--- src/rtl/imm_gen_pipe_if.sv ---
// rtl/imm_gen_pipe_if.sv - instruction-in / immediate-out handshake bundle for imm_gen_pipe
// Optional ill_cnt/ill_seen exist only when IMM_GEN_ILLEGAL_TRAP_EN is defined.
interface imm_gen_pipe_if #(
    parameter int XLEN = 64
);
    logic            in_valid;
    logic            in_ready;
    logic [31:0]     in_instr;
    logic            out_valid;
    logic            out_ready;
    logic [XLEN-1:0] out_imm;
    logic [2:0]      out_fmt;
    logic [31:0]     out_instr;
`ifdef IMM_GEN_ILLEGAL_TRAP_EN
    logic [15:0]     ill_cnt;
    logic            ill_seen;
`endif

    modport master (
        output in_valid,
        output in_instr,
        output out_ready,
        input  in_ready,
        input  out_valid,
        input  out_imm,
        input  out_fmt,
`ifdef IMM_GEN_ILLEGAL_TRAP_EN
        input  ill_cnt,
        input  ill_seen,
`endif
        input  out_instr
    );

    modport slave (
        input  in_valid,
        input  in_instr,
        input  out_ready,
        output in_ready,
        output out_valid,
        output out_imm,
        output out_fmt,
`ifdef IMM_GEN_ILLEGAL_TRAP_EN
        output ill_cnt,
        output ill_seen,
`endif
        output out_instr
    );
endinterface

--- src/rtl/imm_gen_pipe.sv ---
// rtl/imm_gen_pipe.sv - registered RV immediate generator with 2-entry skid buffer
// Optional macro IMM_GEN_ILLEGAL_TRAP_EN adds the illegal-opcode counter and sticky flag.
module imm_gen_pipe #(
    parameter int XLEN = 64
) (
    input  logic         clk,
    input  logic         rst_n,
    input  logic         flush,
    imm_gen_pipe_if.slave bus
);
    generate
        if (XLEN != 32 && XLEN != 64) begin : g_bad_xlen
            $error("imm_gen_pipe: XLEN must be 32 or 64");
        end
    endgenerate

    localparam logic [2:0] FMT_R   = 3'd0;
    localparam logic [2:0] FMT_I   = 3'd1;
    localparam logic [2:0] FMT_S   = 3'd2;
    localparam logic [2:0] FMT_B   = 3'd3;
    localparam logic [2:0] FMT_U   = 3'd4;
    localparam logic [2:0] FMT_J   = 3'd5;
    localparam logic [2:0] FMT_ILL = 3'd7;

    typedef enum logic [1:0] {
        ST_EMPTY = 2'd0,
        ST_ONE   = 2'd1,
        ST_TWO   = 2'd2
    } state_t;

    state_t          state_q, state_d;
    logic            in_ready_q;
    logic            out_valid_q;
    logic [XLEN-1:0] out_imm_q,   skid_imm_q;
    logic [2:0]      out_fmt_q,   skid_fmt_q;
    logic [31:0]     out_instr_q, skid_instr_q;

    logic [31:0]     ins;
    logic [31:0]     imm32;
    logic [2:0]      dec_fmt;
    logic [XLEN-1:0] dec_imm;

    // Decode happens on the way in, so both storage slots hold finished results.
    always_comb begin
        ins     = bus.in_instr;
        imm32   = 32'd0;
        dec_fmt = FMT_ILL;
        case (ins[6:0])
            7'b0010011, 7'b0000011, 7'b1100111, 7'b0011011, 7'b1110011: begin
                dec_fmt = FMT_I;
                imm32   = {{20{ins[31]}}, ins[31:20]};
            end
            7'b0100011: begin
                dec_fmt = FMT_S;
                imm32   = {{20{ins[31]}}, ins[31:25], ins[11:7]};
            end
            7'b1100011: begin
                dec_fmt = FMT_B;
                imm32   = {{19{ins[31]}}, ins[31], ins[7], ins[30:25], ins[11:8], 1'b0};
            end
            7'b0110111, 7'b0010111: begin
                dec_fmt = FMT_U;
                imm32   = {ins[31:12], 12'd0};
            end
            7'b1101111: begin
                dec_fmt = FMT_J;
                imm32   = {{11{ins[31]}}, ins[31], ins[19:12], ins[20], ins[30:21], 1'b0};
            end
            7'b0110011, 7'b0111011: begin
                dec_fmt = FMT_R;
                imm32   = 32'd0;
            end
            default: begin
                dec_fmt = FMT_ILL;
                imm32   = 32'd0;
            end
        endcase
        dec_imm = XLEN'($signed(imm32));
    end

    logic accept, drain;
    logic load_out_new, load_out_skid, load_skid;

    assign accept = bus.in_valid && in_ready_q;
    assign drain  = out_valid_q && bus.out_ready;

    always_comb begin
        state_d       = state_q;
        load_out_new  = 1'b0;
        load_out_skid = 1'b0;
        load_skid     = 1'b0;
        if (flush) begin
            state_d = ST_EMPTY;
        end else begin
            case (state_q)
                ST_EMPTY: begin
                    if (accept) begin
                        state_d      = ST_ONE;
                        load_out_new = 1'b1;
                    end
                end
                ST_ONE: begin
                    if (accept && !drain) begin
                        state_d   = ST_TWO;
                        load_skid = 1'b1;
                    end else if (accept && drain) begin
                        load_out_new = 1'b1;
                    end else if (drain) begin
                        state_d = ST_EMPTY;
                    end
                end
                ST_TWO: begin
                    if (drain) begin
                        state_d       = ST_ONE;
                        load_out_skid = 1'b1;
                    end
                end
                default: state_d = ST_EMPTY;
            endcase
        end
    end

    // in_ready and out_valid are flops so nothing downstream reaches upstream combinationally.
    always_ff @(posedge clk or negedge rst_n) begin
        if (!rst_n) begin
            state_q      <= ST_EMPTY;
            in_ready_q   <= 1'b1;
            out_valid_q  <= 1'b0;
            out_imm_q    <= '0;
            out_fmt_q    <= FMT_R;
            out_instr_q  <= 32'd0;
            skid_imm_q   <= '0;
            skid_fmt_q   <= FMT_R;
            skid_instr_q <= 32'd0;
        end else begin
            state_q     <= state_d;
            in_ready_q  <= (state_d != ST_TWO);
            out_valid_q <= (state_d != ST_EMPTY);
            if (load_out_new) begin
                out_imm_q   <= dec_imm;
                out_fmt_q   <= dec_fmt;
                out_instr_q <= bus.in_instr;
            end else if (load_out_skid) begin
                out_imm_q   <= skid_imm_q;
                out_fmt_q   <= skid_fmt_q;
                out_instr_q <= skid_instr_q;
            end
            if (load_skid) begin
                skid_imm_q   <= dec_imm;
                skid_fmt_q   <= dec_fmt;
                skid_instr_q <= bus.in_instr;
            end
        end
    end

    assign bus.in_ready  = in_ready_q;
    assign bus.out_valid = out_valid_q;
    assign bus.out_imm   = out_imm_q;
    assign bus.out_fmt   = out_fmt_q;
    assign bus.out_instr = out_instr_q;

`ifdef IMM_GEN_ILLEGAL_TRAP_EN
    logic [15:0] ill_cnt_q;
    logic        ill_seen_q;

    // Counts illegal entries as they leave; survives flush, saturates at all-ones.
    always_ff @(posedge clk or negedge rst_n) begin
        if (!rst_n) begin
            ill_cnt_q  <= 16'd0;
            ill_seen_q <= 1'b0;
        end else if (drain && out_fmt_q == FMT_ILL) begin
            if (ill_cnt_q != 16'hFFFF) begin
                ill_cnt_q <= ill_cnt_q + 16'd1;
            end
            ill_seen_q <= 1'b1;
        end
    end

    assign bus.ill_cnt  = ill_cnt_q;
    assign bus.ill_seen = ill_seen_q;
`else
    // Illegal opcodes still report fmt=7; no accounting is built.
`endif
endmodule

--- src/flat_wrapper.sv ---
// flat-port wrapper written by rule: the top's interface ports become plain ports
module imm_gen_pipe_flat 
#(
    parameter int XLEN = 64
)
  (clk, rst_n, flush, bus_in_valid, bus_in_instr, bus_out_ready, bus_in_ready, bus_out_valid, bus_out_imm, bus_out_fmt, bus_out_instr);
  imm_gen_pipe_if #(.XLEN(XLEN)) bus_i ();
  input  logic clk;
  input  logic rst_n;
  input  logic flush;
  input wire logic [$bits(bus_i.in_valid)-1:0] bus_in_valid;
  input wire logic [$bits(bus_i.in_instr)-1:0] bus_in_instr;
  input wire logic [$bits(bus_i.out_ready)-1:0] bus_out_ready;
  output wire logic [$bits(bus_i.in_ready)-1:0] bus_in_ready;
  output wire logic [$bits(bus_i.out_valid)-1:0] bus_out_valid;
  output wire logic [$bits(bus_i.out_imm)-1:0] bus_out_imm;
  output wire logic [$bits(bus_i.out_fmt)-1:0] bus_out_fmt;
  output wire logic [$bits(bus_i.out_instr)-1:0] bus_out_instr;
  assign bus_i.in_valid = bus_in_valid;
  assign bus_i.in_instr = bus_in_instr;
  assign bus_i.out_ready = bus_out_ready;
  assign bus_in_ready = bus_i.in_ready;
  assign bus_out_valid = bus_i.out_valid;
  assign bus_out_imm = bus_i.out_imm;
  assign bus_out_fmt = bus_i.out_fmt;
  assign bus_out_instr = bus_i.out_instr;
  imm_gen_pipe #(.XLEN(XLEN)) u_core (.clk(clk), .rst_n(rst_n), .flush(flush), .bus(bus_i));
endmodule
--- config.mk ---
export PLATFORM = sky130hd
export DESIGN_NAME = imm_gen_pipe_flat
export DESIGN_NICKNAME = d
export VERILOG_FILES = /design/src/rtl/imm_gen_pipe_if.sv /design/src/rtl/imm_gen_pipe.sv /design/src/flat_wrapper.sv
export SDC_FILE = /design/constraint.sdc
export NUM_CORES = 1
export LEC_CHECK = 0
export CORE_MARGIN = 2
export CORE_UTILIZATION = 54
export CTS_BUF_LIST = sky130_fd_sc_hd__clkbuf_16
export CTS_CLUSTER_SIZE = 10
export DETAILED_ROUTE_END_ITERATION = 10
export PLACE_DENSITY = 0.84
export SETUP_SLACK_MARGIN = 0.02
export SLEW_MARGIN = 20
export SYNTH_ARGS = -nofsm -noshare
export SYNTH_HDL_FRONTEND = slang
export SYNTH_SLANG_ARGS = --single-unit
--- constraint.sdc ---
create_clock -name clk -period 3 [get_ports clk]
set_clock_uncertainty 0.1 [all_clocks]
set_input_delay 0.6 -clock clk [delete_from_list [all_inputs] [get_ports clk]]
set_output_delay 0.6 -clock clk [all_outputs]
set_load 0.01 [all_outputs]
Word level (Yosys, flattened, before mapping):

Cells that the tools add are included.

* input port bits: 37
* output and inout bits: 101
* register bits: 170

* reductions and logical operators: 11
* multiplexer cells: 26
* equality and inequality tests: 15

Operators with widths (count)
* one-hot mux 32 bit (5 select lines): 1
* two-way mux 64 bit: 2
* two-way mux 32 bit: 2
* == test 7 x 6 -> 1 bit (second input constant): 4
* == test 7 bit (second input constant): 4
* == test 7 x 5 -> 1 bit (second input constant): 3
* one-hot mux 3 bit (6 select lines): 1
* two-way mux 2 bit: 6
* two-way mux 1 bit: 10
* == test 7 x 2 -> 1 bit (second input constant): 1
* two-way mux 3 bit: 2
* one-hot mux 2 bit (3 select lines): 1
* OR reduction 5 bit: 1
* logical AND 1 bit: 4
* nonzero test 2 bit: 2
* OR reduction 2 bit: 2
* == test 2 x 1 -> 1 bit (second input constant): 1
* == test 2 bit (second input constant): 1
* logical NOT 2 bit: 1
* inequality test 2 bit (second input constant): 1
* one-hot mux 1 bit (2 select lines): 1
* logical NOT 1 bit: 1

Logic depth before layout (Yosys ltp):

* depth after elaboration: 7
* gate-level depth with buffers: 8
* mapped depth without buffers: 5

Worst setup path before layout:

No wires, ideal clock.

* kind: input to register
* start: input flush
* end: register u_core.out_imm_q[14] (netlist: u_core.bus.out_imm[14])
* data arrival time: 1.862 ns
* path buffers: 2
* stages on the path: 6
* setup time: 0.124 ns
* path slack: 0.914 ns
* path through: buf_2 -> nor4_4 -> nor2_1 -> buf_6 -> a22o_1 -> a211o_1

* longest elaborated chain between the ends: 2
* elaborated cells between the ends (all ways): 4
* those cells by class: 3 x mux; 1 x reduce/logical

Ends and longest elaborated chain
* start, declared: line flat_wrapper.sv:10 `input logic flush;`
* two-way mux 1 bit: line imm_gen_pipe.sv:92 `if (flush) begin`
* two-way mux 64 bit / nonzero test 2 bit (equally long branches)
* end signal, assigned: line imm_gen_pipe.sv:140 `out_imm_q <= dec_imm;`
* end signal, assigned: line imm_gen_pipe.sv:144 `out_imm_q <= skid_imm_q;`
* end, declared: line imm_gen_pipe.sv:34 `logic [XLEN-1:0] out_imm_q, skid_imm_q;`

Several ways; a longest one is shown, not always the timed one.
A chain may end at the register's enable or synchronous reset.

==> summary.md <==
| Metric | Value |
|---|---|
| Status | completed |
| Initial antenna violation count | 0 |
| Kind of critical path | flop to output port |
| Req. time, crit path | 2.30 ns |
| Critical path peak fanout | 34 |
| WL final | 16450 µm |
| Max Freq | 370.7 MHz |
| Seq/Total Area, Yosys | 0.5592 |
| Largest net degree at the start of global routing | 68 |
| Post-synth top area share | 0.5550 |
| Cell taking the most area after synthesis | dfrtp_1 |
| Drt first pass iters | 6 |
| Setup TNS Final | 0 ns |
| Total track usage | 0.2758 |
| Synth Cell Area | 0.006177 mm² |
| Clock sinks | 138 |
| Crit end category | output port |
| Clk buf depth | 2 |
| Num ports | 138 |
| Pleak | 3.807 nW |
| Final period utilization | 0.8992 |
| Global placer's final weighted congestion | 0.9146 |
| H-tree depth | 4 |
| Grt ovf | 0 |
| Synthesized instance count | 639 |
| IO buf count | 137 |
| Die W | 111.0 µm |
| Cells along the critical path | clkdlybuf4s50_1 |
| Mux share of post-synthesis cell area | 0.003443 |
| Clock Latency Late Sink | 0.41 ns |
| Worst-path clk slew | 0.06 ns |
| CP startpoint kind | flop |
| Hold_buf cts | 0 |
| Syn Area/Cell | 9.667 µm² |
| Vias | 5416 |
| WL per Instance | 18.28 µm |
| Nets | 782 |
| Core area | 0.01127 mm² |
| Synth cell types | 44 |
| Count leader, synth | nand2_1 |
| Slowest stage cell, crit path | dfrtp_1 |
| Yosys synthesis warning count | 0 |
| Number of synthesized register bits | 138 |
| Synth cell count leaders | nand2_1 (207), dfrtp_1 (137), a22oi_1 (57) |
| Worst Max-Slew Pin Slew | 0.9740 ns |
| Max stage delay on crit path | 0.89 ns |
| Hold crit path type | primary input to async pin |
| Final hold violation count | 0 |
| Post-synthesis compound-gate area fraction | 0.1874 |
| Post-CTS sizing | 0 |
| Max Cap Violations | 0 |
| Final Util | 0.7184 |
| Post-synthesis simple-gate area fraction | 0.1726 |
| Postcts setup bufs | 0 |
| Antenna diode count | 0 |
| Synth top area cells | dfrtp_1 (55%), nand2_1 (13%), a22oi_1 (6.9%) |
| Post-DP HPWL | 10640 µm |
| Critical path buffers and inverters | 1 |
| Min Tclk post-route | 2.698 ns |
| Die span in y | 111.0 µm |
| Clock root cell | clkbuf_16 |
| Hold WS | 0.02579 ns |
| Area Overhead vs Synth | 31.09% |
| DRC viols | 0 |
| Via density | 6.018 |
| CTS buffer count | 17 |
| Most used DFF post-synth | dfrtp_1 |
| Post-synth EDFFs | 0 |
| Filler Cells Inserted | 800 |
| Die ar. | 0.01231 mm² |
| Syn Nets | 676 |
| Power per cell area | 718.0 mW/mm² |
| Share of cells above drive strength 1 | 0.08322 |
| Fin. max-slew vios | 0 |
| Maximum vdd drop | 0.0003881 V |
| FP Rows | 39 |
| Largest delay share family, worst path | flip-flops |
| Final setup fails | 0 |
| RSZ-0062 raised after global routing | no |
| Combinational family with the most area after synthesis | compound AO/OA/AOI/OAI gates |
| Post-synthesis xor/xnor area fraction | 0.001418 |
| Synth Area in Adders | 0 |
| Initial Util | 0.5480 |
| First DRT Iteration DRCs | 512 |
| Vias in the first global route | 5415 |
| CTS tree | built |
| Max-slew headroom | 0.3491 |
| First-pass GRT wire length | 27120 µm |
| Post-synthesis async set-or-reset flop share | 1.000 |
| Crit path arrival time | 2.00 ns |
| Antenna viol nets, final | 0 |
## report_power, final
group / leakage (nW) / switching (mW) / internal (mW) / total [mW]
Combinational: 1.75 / 0.567 / 0.557 / 1.12
Sequential: 1.79 / 0.260 / 2.28 / 2.54
Clock: 0.273 / 0.783 / 1.37 / 2.15
Total: 3.81 / 1.61 / 4.20 / 5.81
## cell type report
class,instances,area [µm²],area share
sequential,138,3455,0.4266
multi-input combinational,418,2276,0.2811
timing repair buffer,160,1545,0.1908
clock buffer,17,425.4,0.05253
clock inverter,14,180.2,0.02225
tap,143,178.9,0.02210
inverter,10,37.54,0.004635
## placed cells by master, fill, tap and decap left out, types with 10 or more instances in the layout
master	netlist	final
nand2_1	207	207
dfrtp_1	137	137
clkdlybuf4s50_1	0	136
a22oi_1	57	57
a21oi_1	26	26
buf_4	32	23
nor2_1	22	21
o21ai_0	21	21
clkbuf_16	0	17
a22o_1	14	14
a221o_1	11	11
inv_1	10	10
## path summary, 6_finish.rpt
kind / startpoint / to / slack (ns) / cells after the start
min in group clk: u_core.skid_imm_q[11] / u_core.skid_imm_q[11] / 0.37 / 2
min reg2reg: u_core.skid_imm_q[11] / u_core.skid_imm_q[11] / 0.37 / 2
max reg2reg: u_core.bus.in_ready / u_core.skid_imm_q[8] / 0.44 / 6
max: u_core.bus.out_imm[62] / bus_out_imm[54] / 0.30 / 1
max in group asynchronous: rst_n / u_core.skid_instr_q[18] / 1.86 / 2
min: rst_n / u_core.bus.out_imm[28] / 0.03 / 1
## sequential cells by signal (all words and copies together), names as in the netlist
register              count
u_core.skid_imm_q        32
u_core.skid_fmt_q         3
u_core.bus.in_ready       1
u_core.state_q            2
u_core.bus.out_valid      1
u_core.bus.out_fmt        3
u_core.bus.out_instr     32
u_core.bus.out_imm       32
u_core.skid_instr_q      32
## routing by layer
metal	vias to the layer above	global-route usage	share of wire
li1	2402	-	-
met1	2693	0.3509	0.40
met2	278	0.4528	0.50
met3	43	0.06998	0.077
met4	0	0.1158	0.027
met5	-	0	0
## kinds of logic after synthesis
group,Yosys count
xor+xnor,1
flops,138
simple gates,257
mux,2
compound gates,158
buf+inv,83
## per-stage QoR
stage                     power [mW]  setup WS (ns)  std cells  area, µm²
after floorplan                3.057         0.9136        639       6177
after detailed placement       3.661       -0.05337        869       7492
final                          5.814         0.3023        900       8098
after global placement         3.593        0.06604        869       7492
after CTS                      5.831         0.2614        900       8098
after global routing           6.071         0.1060        900       8098
Power figures use the tool's default switching activity.
==> RTL change, RTL diff (same flow settings) <==
Re-encode `state_t` (3 states) as one-hot, 3 bits wide.
--- a/src/rtl/imm_gen_pipe.sv
+++ b/src/rtl/imm_gen_pipe.sv
@@ -22,10 +22,10 @@
     localparam logic [2:0] FMT_J   = 3'd5;
     localparam logic [2:0] FMT_ILL = 3'd7;
 
-    typedef enum logic [1:0] {
-        ST_EMPTY = 2'd0,
-        ST_ONE   = 2'd1,
-        ST_TWO   = 2'd2
+    typedef enum logic [2:0] {
+        ST_EMPTY = 3'b001,
+        ST_ONE   = 3'b010,
+        ST_TWO   = 3'b100
     } state_t;
 
     state_t          state_q, state_d;
Formal check against the unedited RTL: no difference found for any inputs over 4 cycles, from zero or initial values and one cycle with rst_n low; so few cycles prove little.
==> RTL change against the unedited design <==
- design area grew 4.4%
- worst setup slack improved by 0.037 ns
- hold slack worse by 0.013 ns
- power increased by 2.6%
- routed wire length up 5.3%
- synthesized area grew 5.7%
- sequential cell count grew 1
- sequential share of layout area shrank 1.5 points
- critical endpoint is now bus_out_imm[50]
- largest cell class unchanged
- largest power group unchanged
==> RTL change: results (changes against the unedited design) <==
- The largest stage delay on the critical path came to 0.86 ns (-0.03 ns).
- Arrival time worst endpoint: 1.96 ns (-0.04 ns)
- The register area share after synthesis is 0.5334 (-0.02589).
- In this run the critical register-to-register path is captured at u_core.bus.out_imm[15]$_DFFE_PN0P_.
- Wire length of the first global-routing pass: 28.08 mm (+3.5%)
- Number of iterations in the first detailed-routing pass: 5 (-1)
* Dpl cells: 961 (+11%)
- The register-to-register setup slack came to 0.78 ns (+0.34 ns).
- Run status: finished, final reports clean
* Leading cell types by count after synthesis: nand2_1, dfrtp_1, nor2_1, a21oi_1, a31oi_1
- End point of the critical path: bus_out_imm[50]
- Synth unique cells: 46 (+4.5%)
- Part of the power in combinational logic: 0.223 (+0.030)
- The sequential group share of total power was 0.411 (-0.025).
- The multiplexer fraction of the synthesized cell area is 0.003067 (-0.0003759).
- Compound-gate portion of the synthesized area: 0.1586 (-0.02881)
* Net load switching power: 1.640 mW (+1.8%)
- The switching fraction of total power was 0.2750 (-0.001972).
- Final-layout worst hold slack: 0.01230 ns (-0.01349 ns)
- Net count reported at finish: 870 (+11%)
- The post-place instance area is 7848 um2 (+4.7%).
* Static Leak: 3.852 nW (+1.2%)
* Max transition margin: 0.4689 (+0.1198)
* Dpl ws: 0.2129 ns (+0.2663 ns)
- By area the synthesized netlist is led by dfrtp_1, nand2_1, a21oi_1.
* Initial detailed-routing violation count: 490 (-4.3%)
- Post-detail-place hpwl: 11.00 mm (+3.4%)
- The routed wire length is 17.32 mm (+5.3%).
* Overall routing resource usage: 0.2730 (-0.002863)
- The placer's final routability congestion estimate is 0.8415 (-8.0%).
- Reg2reg start: u_core.bus.in_ready$_DFF_PN1_
- Worst voltage drop across the vdd grid: 0.3963 mV (+2.1%)
- The average cell area after synthesis was 8.831 um2 (-8.6%).
- The number of vias in the routed layout is 5808 (+7.2%).
* Wire length per cell: 17.44 um (-4.6%)
==> RTL change: cell count changes after synthesis, sizes merged, moves of 9 or more <==
cell / delta
and3: +13
o21ai: -12
nand2: +29
a21oi: +31
a22oi: -51
nor2: +43
a211o: -9
a32oi: +20
a31oi: +34
==> RTL change: final cells by class <==
cell class / instances / area [um2] / share of cell area
clock buffer: 17 / 425.4 / 0.05031
timing repair buffer: 159 / 1600 / 0.1893
multi-input combinational: 512 / 2567 / 0.3036
tap: 147 / 183.9 / 0.02175
clock inverter: 15 / 182.7 / 0.02160
sequential: 139 / 3481 / 0.4117
inverter: 4 / 15.01 / 0.001776
==> RTL change: kinds of logic after synthesis <==
family | Yosys count
compound gates | 156
xor+xnor | 1
buf+inv | 88
flops | 139
mux | 2
simple gates | 353
==> RTL change: routing by layer <==
layer  track usage  vias up  routed length, um
met1        0.3674     2853               7216
met2        0.4448      258               8625
met3       0.05473       32               1138
met5             0        -                  0
li1              -     2665                  -
met4       0.09593        0                335
